### config.mk
export PLATFORM = sky130hd
export DESIGN_NAME = vga_charmap_reader
export DESIGN_NICKNAME = d
export VERILOG_FILES = /design/src/rtl/vga_charmap_reader.sv
export SDC_FILE = /design/constraint.sdc
export NUM_CORES = 1
export LEC_CHECK = 0
export BUFFER_PORTS_ARGS = -buffer_cell sky130_fd_sc_hd__buf_2
export CAP_MARGIN = 10
export CORE_MARGIN = 10
export CORE_UTILIZATION = 40
export CTS_BUF_LIST = sky130_fd_sc_hd__clkbuf_2
export CTS_CLUSTER_SIZE = 14
export DETAILED_ROUTE_END_ITERATION = 10
export MAX_ROUTING_LAYER = met4
export PLACE_DENSITY_LB_ADDON = 0.3
export SKIP_CTS_REPAIR_TIMING = 1
export SYNTH_ARGS = -nofsm -noshare
export SYNTH_HDL_FRONTEND = slang
export SYNTH_SLANG_ARGS = --single-unit
### constraint.sdc
create_clock -name clk_i -period 4 [get_ports clk_i]
set_input_delay 0.4 -clock clk_i [delete_from_list [all_inputs] [get_ports clk_i]]
set_output_delay 0.4 -clock clk_i [all_outputs]
set_load 0.01 [all_outputs]
### src/rtl/vga_charmap_reader.sv
// VGA text-mode timing generator that reads a character map over a synchronous RAM port.
// Optional blink attribute via VGA_CHARMAP_READER_BLINK_EN.
module vga_charmap_reader #(
    parameter int unsigned H_ACTIVE   = 640,
    parameter int unsigned H_FP       = 16,
    parameter int unsigned H_SYNC     = 96,
    parameter int unsigned H_BP       = 48,
    parameter int unsigned V_ACTIVE   = 480,
    parameter int unsigned V_FP       = 10,
    parameter int unsigned V_SYNC     = 2,
    parameter int unsigned V_BP       = 33,
    parameter int unsigned CHAR_W     = 8,
    parameter int unsigned CHAR_H     = 16,
    parameter int unsigned ADDR_WIDTH = 12,
    parameter int unsigned DATA_WIDTH = 8
) (
    input  logic                       clk_i,
    input  logic                       arstn_i,
    output logic [ADDR_WIDTH-1:0]      addr_o,
    input  logic [DATA_WIDTH-1:0]      data_i,
    output logic [DATA_WIDTH-1:0]      char_o,
    output logic [$clog2(CHAR_W)-1:0]  glyph_x_o,
    output logic [$clog2(CHAR_H)-1:0]  glyph_y_o,
    output logic                       de_o,
    output logic                       hsync_o,
    output logic                       vsync_o,
    output logic                       frame_start_o
);

    localparam int unsigned H_TOTAL = H_ACTIVE + H_FP + H_SYNC + H_BP;
    localparam int unsigned V_TOTAL = V_ACTIVE + V_FP + V_SYNC + V_BP;
    localparam int unsigned H_W     = $clog2(H_TOTAL);
    localparam int unsigned V_W     = $clog2(V_TOTAL);
    localparam int unsigned GX_W    = $clog2(CHAR_W);
    localparam int unsigned GY_W    = $clog2(CHAR_H);
    localparam int unsigned COLS    = H_ACTIVE / CHAR_W;
    localparam int unsigned ROWS    = V_ACTIVE / CHAR_H;

    localparam logic [H_W-1:0] H_LAST = H_W'(H_TOTAL - 1);
    localparam logic [H_W-1:0] H_ACT  = H_W'(H_ACTIVE);
    localparam logic [H_W-1:0] H_SB   = H_W'(H_ACTIVE + H_FP);
    localparam logic [H_W-1:0] H_SE   = H_W'(H_ACTIVE + H_FP + H_SYNC);
    localparam logic [V_W-1:0] V_LAST = V_W'(V_TOTAL - 1);
    localparam logic [V_W-1:0] V_ACT  = V_W'(V_ACTIVE);
    localparam logic [V_W-1:0] V_SB   = V_W'(V_ACTIVE + V_FP);
    localparam logic [V_W-1:0] V_SE   = V_W'(V_ACTIVE + V_FP + V_SYNC);

    if (64'(COLS) * 64'(ROWS) > (64'(1) << ADDR_WIDTH)) begin : g_grid_too_big
        $error("vga_charmap_reader: character grid exceeds 2**ADDR_WIDTH cells");
    end
    if (((CHAR_W & (CHAR_W - 1)) != 0) || ((CHAR_H & (CHAR_H - 1)) != 0)) begin : g_cell_not_pow2
        $error("vga_charmap_reader: CHAR_W and CHAR_H must be powers of two");
    end

    logic [H_W-1:0]        r_h_cnt;
    logic [V_W-1:0]        r_v_cnt;
    logic [ADDR_WIDTH-1:0] r_row_base;
    logic [H_W-1:0]        w_h_nxt;
    logic [V_W-1:0]        w_v_nxt;
    logic [ADDR_WIDTH-1:0] w_rb_nxt;
    logic [ADDR_WIDTH-1:0] w_addr_nxt;
    logic                  w_de;
    logic                  w_hs;
    logic                  w_vs;
    logic                  w_fs;
    logic [DATA_WIDTH-1:0] w_char;

    logic                  r_de1;
    logic                  r_hs1;
    logic                  r_vs1;
    logic                  r_fs1;
    logic [GX_W-1:0]       r_gx1;
    logic [GY_W-1:0]       r_gy1;

    // Next counter position; row base advances by one text row at each glyph-row boundary.
    always_comb begin
        w_h_nxt  = r_h_cnt + H_W'(1);
        w_v_nxt  = r_v_cnt;
        w_rb_nxt = r_row_base;
        if (r_h_cnt == H_LAST) begin
            w_h_nxt = '0;
            if (r_v_cnt == V_LAST) begin
                w_v_nxt  = '0;
                w_rb_nxt = '0;
            end else begin
                w_v_nxt = r_v_cnt + V_W'(1);
                if (&r_v_cnt[GY_W-1:0]) begin
                    w_rb_nxt = r_row_base + ADDR_WIDTH'(COLS);
                end
            end
        end
    end

    // Address is looked ahead one pixel so it is on the bus while the counters hold that pixel.
    assign w_addr_nxt = ((w_h_nxt < H_ACT) && (w_v_nxt < V_ACT))
                      ? w_rb_nxt + ADDR_WIDTH'(w_h_nxt >> GX_W) : '0;

    assign w_de = (r_h_cnt < H_ACT) && (r_v_cnt < V_ACT);
    assign w_hs = !((r_h_cnt >= H_SB) && (r_h_cnt < H_SE));
    assign w_vs = !((r_v_cnt >= V_SB) && (r_v_cnt < V_SE));
    assign w_fs = (r_h_cnt == '0) && (r_v_cnt == '0);

`ifdef VGA_CHARMAP_READER_BLINK_EN
    logic [4:0] r_frame_cnt;
    logic       w_frame_wrap;

    assign w_frame_wrap = (r_h_cnt == H_LAST) && (r_v_cnt == V_LAST);

    always_ff @(posedge clk_i or negedge arstn_i) begin
        if (!arstn_i) begin
            r_frame_cnt <= '0;
        end else if (w_frame_wrap) begin
            r_frame_cnt <= r_frame_cnt + 5'd1;
        end
    end

    // Codes with the top bit set disappear during the second half of each 32-frame period.
    assign w_char = (data_i[DATA_WIDTH-1] && r_frame_cnt[4]) ? '0 : data_i;
`else
    assign w_char = data_i;
`endif

    always_ff @(posedge clk_i or negedge arstn_i) begin
        if (!arstn_i) begin
            r_h_cnt    <= '0;
            r_v_cnt    <= '0;
            r_row_base <= '0;
            addr_o     <= '0;
        end else begin
            r_h_cnt    <= w_h_nxt;
            r_v_cnt    <= w_v_nxt;
            r_row_base <= w_rb_nxt;
            addr_o     <= w_addr_nxt;
        end
    end

    // Two-stage sideband pipeline so timing outputs line up with RAM data in char_o.
    always_ff @(posedge clk_i or negedge arstn_i) begin
        if (!arstn_i) begin
            r_de1         <= 1'b0;
            r_hs1         <= 1'b1;
            r_vs1         <= 1'b1;
            r_fs1         <= 1'b0;
            r_gx1         <= '0;
            r_gy1         <= '0;
            de_o          <= 1'b0;
            hsync_o       <= 1'b1;
            vsync_o       <= 1'b1;
            frame_start_o <= 1'b0;
            glyph_x_o     <= '0;
            glyph_y_o     <= '0;
            char_o        <= '0;
        end else begin
            r_de1         <= w_de;
            r_hs1         <= w_hs;
            r_vs1         <= w_vs;
            r_fs1         <= w_fs;
            r_gx1         <= r_h_cnt[GX_W-1:0];
            r_gy1         <= r_v_cnt[GY_W-1:0];
            de_o          <= r_de1;
            hsync_o       <= r_hs1;
            vsync_o       <= r_vs1;
            frame_start_o <= r_fs1;
            glyph_x_o     <= r_gx1;
            glyph_y_o     <= r_gy1;
            char_o        <= r_de1 ? w_char : '0;
        end
    end

endmodule

After elaboration in Yosys (flattened, before gate mapping) --
Cells that the tools add are included.
Word-level totals: input bits 10, memories 0, latch bits 0, memory bits (read-only) 0, RAM bits 0, output and inout bits 31, register bits after elaboration 74
Cells by class: $lt $le $gt $ge 8, bitwise operators 0, reduce and logical (&&, ||, !) cells 10, multiply operators 0, equal/unequal tests 2, shifts and indexed selects 0, add/sub/neg operators 4, divide/modulo/power cells 0, mux-type cells 8
Operator list (count):
- 12-bit two-way mux | 4
- 10-bit < comparator (second input constant) | 3
- 10-bit by 9-bit < comparator with 1-bit output (second input constant) | 3
- 10-bit two-way mux | 3
- 10-bit by 1-bit adder with 10-bit output (second input constant) | 2
- 10-bit equality test (second input constant) | 2
- 10-bit zero test | 2
- 12-bit by 7-bit adder with 12-bit output | 1
- 12-bit by 7-bit adder with 12-bit output (second input constant) | 1
- 10-bit >= comparator (second input constant) | 1
- 10-bit by 9-bit >= comparator with 1-bit output (second input constant) | 1
- 8-bit two-way mux | 1
- 1-bit logical AND | 5
- 4-bit AND reduction | 1
- 1-bit zero test | 2

Longest topological paths before layout --
word-level depth 6, gate-level depth with buffers 15, depth with buffers taken out 14

Least setup slack after synthesis --
No wires, ideal clock.
path kind register -> register, from register r_v_cnt[1], to register addr_o[8], stages on the path, launching flop included 16, arrival 3580 ps, data required time 3858 ps, period minus slack after synthesis 3722 ps, path slack 278 ps, buffers on the path 1, cell sequence dfrtp_1 -> inv_1 -> ha_1 -> nor4b_1 -> nand3_1 -> nor2_1 -> clkbuf_1 -> nor2b_1 -> ha_1 -> fa_1 -> a21o_1 -> a21oi_1 -> o21ai_0 -> a21oi_1 -> o21ai_0 -> nor4b_2
On the way: word-level cells in the longest chain between the ends 6, elaborated cells between the ends (all ways) 12
RTL lines:
- from (decl) | RTL line 56 | logic [V_W-1:0] r_v_cnt;
- from (signal assigned) | RTL line 131 | r_v_cnt <= w_v_nxt;
- 4-bit AND reduction | RTL line 87 | if (&r_v_cnt[GY_W-1:0]) begin
- 12-bit two-way mux | RTL line 87
- 12-bit two-way mux * | RTL line 82 | if (r_v_cnt == V_LAST) begin
- 12-bit two-way mux * | RTL line 80 | if (r_h_cnt == H_LAST) begin
- via w_rb_nxt[0] | RTL line 60 | logic [ADDR_WIDTH-1:0] w_rb_nxt;
- 12-bit by 7-bit adder with 12-bit output * | RTL line 96 | ? w_rb_nxt + ADDR_WIDTH'(w_h_nxt >> GX_W) : '0;
- 12-bit two-way mux * | RTL line 96
- via w_addr_nxt[8] | RTL line 61 | logic [ADDR_WIDTH-1:0] w_addr_nxt;
- to (signal assigned) | RTL line 133 | addr_o <= w_addr_nxt;
- to (decl) | RTL line 19 | output logic [ADDR_WIDTH-1:0] addr_o,
The timed path passes the listed nets; every way through them passes the cells marked *.

Worst setup path in the final report --
from register r_h_cnt[0], to register addr_o[9]
On the way: elaborated cells between the ends (all ways) 10
RTL lines:
- from (decl) | RTL line 55 | logic [H_W-1:0] r_h_cnt;
- from (signal assigned) | RTL line 130 | r_h_cnt <= w_h_nxt;
- 10-bit equality test | RTL line 80
- 12-bit two-way mux | RTL line 80
- via w_rb_nxt[4] | RTL line 60
- 12-bit by 7-bit adder with 12-bit output | RTL line 96
- 12-bit two-way mux | RTL line 96
- via w_addr_nxt[9] | RTL line 61
The timed path passes the listed nets, and every way through them passes these cells.

==> impl_metrics.ini <==
[synth]
synth_top_cell_by_area = dfrtp_1
ys_warnings = 0
yosys.cell_count.top_type = dfrtp_1
yosys_register_bits = 74
synthDistinctLibCells = 55
yosys-top-cells-area = dfrtp_1, ha_1, nor2_1, xnor2_1, dfstp_2
ys_dominant_reg_cell = dfrtp_1
fraction_of_registers_with_async_set_reset_pct = 100
post_synthesis_cell_area_mm2 = 0.00341
synth_top_cell_area_share_pct = 51.4
share_of_the_yosys_chip_area_belonging_to_registers_pct = 54.5
number_of_enable_type_register_cells_in_the_synthesized_netlist = 0
avgSynthCellArea_um2 = 10.9
synth_top_cells_by_count = dfrtp_1, nor2_1, nand2_1
postSynthCellCount = 313
synth.net_count = 336

[die]
die_width_um = 112
core-area_mm2 = 0.00826
die_height_um = 112
area_enclosed_by_the_die_boundary_mm2 = 0.0126
placement_rows = 33
initial_core_util_pct = 41.3
floorplan.io_pins = 41

[finish]
post_route_cells_drive_above_1_share_pct = 21.0
layout-area-overhead-vs-synth_pct = 12.0
multi_input_comb_area_mm2 = 0.00145
fillers = 799
fin_cells = 462
nNetsFinal = 375
post-route-util_pct = 46.2
sequential_cell_area_mm2 = 0.00186
num_antenna_cells = 0

[timing]
drv_slew = 0
portion_of_the_clock_cycle_consumed_by_the_worst_path_in_the_final_layout_pct = 89.8
timing.final.setup_violations = 0
fmaxAchievable_mhz = 278
maxSlewHeadroom_pct = 41.5
setup-tns-final_ns = 0
worst_pin_slew_ns = 0.878
min_clock_period_post_route_ns = 3.59
hold_slack_ns = -0.00207
rsz0062_at_grt = no
hold_violations = 6
fin_skew_ns = 0.0203
setup_slack_ns = 0.407

[clock_network]
clock_latency_on_the_worst_skew_pair_ns = 0.51
cts-buffers-inserted = 9
clock_tree.root_cell = clkbuf_2
htreeDepth = 3
numClockSinks = 74
clkTransAtPathRegs_ns = 0.19
cts.path.max_buffers = 2
tritoncts = built

[place]
dp.cells = 446
gp_routability_congestion = 0.839
place.detailed.hpwl_mm = 4.90
portBuffers = 40
dpl_worst_slack_ns = 0.320

[global_route]
antenna_found_initial = 0
grtUsageMet3_pct = 4.53
globalRoute.busiestLayer = met2
grt_pass1_vias = 2450
grt.overflow.total = 0
grt_first_pass_wirelength_mm = 11.8
use_met1_pct = 14.3
grt_use_total_pct = 11.7
grt_max_degree = 75
use_met2_pct = 17.0

[route]
route.final.wire_length_mm = 6.90
detail_route.iter0.violations = 118
drt_pass1_iterations = 4
drc = 0
vias = 2455
post_dr_vias_cell = 5.31
route.antenna.remaining_nets = 0
wl_per_cell_um = 14.9

[setup_path]
crit_path_top_delay_cell = or4_1
cpPeakStageDelay_ns = 0.68
worst_r2r_startpoint = r_h_cnt[0]$_DFF_PN0_
r2r_cells = 11
critPathLaunchType = register
required_ns = 4.45
critical_path_fanouts_max = 7
critical_path.most_common_cell = ha_1
crit-reg2reg-capture = addr_o[9]$_DFF_PN0_
r2r_slack_ns = 0.41
setup.worst_path.end_class = register
worstSetupStartpoint = r_h_cnt[0]$_DFF_PN0_
worst_ep_arrival_time_ns = 4.04
class_of_the_most_critical_setup_path = reg -> reg
crit_path_cell_trace = ha_1 -> nand3_1 -> or4_1 -> xor2_1 -> nor2_1 -> ha_1 -> or3_1 -> o22a_1 -> o2111ai_1 -> nand4_1 -> a211oi_4

[worst_hold_path]
hold_path_class = in -> async

[outcome]
outcome = finished with violations
failed_checks = hold timing

[power_and_ir_drop]
total_power_mw = 1.17
p_per_area_mw_per_mm2 = 308
leakagePower_nw = 1.76
power.ir.vdd_worst_uv = 120

[job]
maxCapViolations = 0
[placed cells by master, fill, tap and decap left out, types with 3 or more instances in the layout]
cell type	netlist	layout
or4_1	5	5
a21oi_1	13	13
buf_4	0	6
nor2_1	35	35
clkinv_2	0	3
xor2_1	9	9
and3_1	4	4
dfrtp_1	70	70
nor4_1	4	4
nand2_1	15	15
ha_1	12	12
inv_1	9	9
and2_1	11	11
or3_1	4	4
clkbuf_2	0	10
xnor2_1	14	14
nand3_1	10	10
o21ai_0	14	14
nor3_1	4	4
nand4_1	13	13
o2111ai_1	3	3
and4_1	3	3
dfstp_2	4	4
buf_2	5	39
nor2b_1	5	5
[flip-flops by register name, indices dropped and copies added (netlist names)]
name	flops
addr_o	12
r_row_base	12
r_h_cnt	10
r_v_cnt	10
char_o	8
glyph_y_o	4
r_gy1	4
glyph_x_o	3
r_gx1	3
de_o	1
frame_start_o	1
hsync_o	1
r_de1	1
r_fs1	1
r_hs1	1
r_vs1	1
vsync_o	1
[layout make-up]
cell class              count  share of cell area, %
well taps                 105                   3.44
inverters                   9                  0.886
clock buffers              10                   1.31
repair buffers             45                   6.30
flip-flops and latches     74                   48.7
clock inverters             6                   1.51
multi-input cells         213                   37.9
[cell families (layout without fill, tap and decap cells)]
logic type | count (synthesis) | count (layout) | share of synthesized area (%)
multiplexers | 2 | 2 | 0.624
XOR/XNOR | 23 | 23 | 5.91
AND/OR/NAND/NOR | 124 | 124 | 20.4
adder cells (fa/ha/maj) | 13 | 13 | 4.99
buffers and inverters | 26 | 70 | 3.27
flip-flops | 74 | 74 | 54.5
AO/OA/AOI/OAI | 51 | 51 | 10.3
[how the worst max path moves through the flow]
stage	cells past startpoint	slack (ns)	endpoint
floorplan	15	0.28	addr_o[8]$_DFF_PN0_
global placement	14	0.46	addr_o[8]$_DFF_PN0_
detailed placement	14	0.32	addr_o[8]$_DFF_PN0_
CTS	14	0.30	addr_o[8]$_DFF_PN0_
global route	12	0.14	addr_o[9]$_DFF_PN0_
finish	11	0.41	addr_o[9]$_DFF_PN0_
[per-stage QoR]
stage | hold slack (ns) | area (µm²)
after CTS | -0.00720 | 3810
after floorplan | 0.104 | 3410
after detailed placement | 0.335 | 3700
final | -0.00207 | 3810
after global placement | 0.334 | 3700
after global routing | 0.0131 | 3810
[worst max-delay path, delay by kind of cell (launching register included)]
family                   cells  cell delay, ns
AO/OA/AOI/OAI                3            0.81
XOR/XNOR                     1            0.23
adder cells (fa/ha/maj)      2            0.48
flip-flops                   1            0.49
AND/OR/NAND/NOR              5            1.53
[layer usage]
metal	share of wire [%]	vias up	routed length [µm]
met5	0	-	0
met4	1.8	0	121
met3	6.6	18	456
met2	46	58	3170
met1	46	1194	3150
li1	-	1185	-
[power by group]
| group | internal [mW] | leakage [nW] | switching (mW) |
|---|---|---|---|
| Sequential | 0.753 | 0.953 | 0.000734 |
| Combinational | 0.00809 | 0.738 | 0.0188 |
| Clock | 0.143 | 0.0731 | 0.250 |
| Total | 0.904 | 1.76 | 0.270 |
Note: power is estimated with default switching activity, not from simulation.
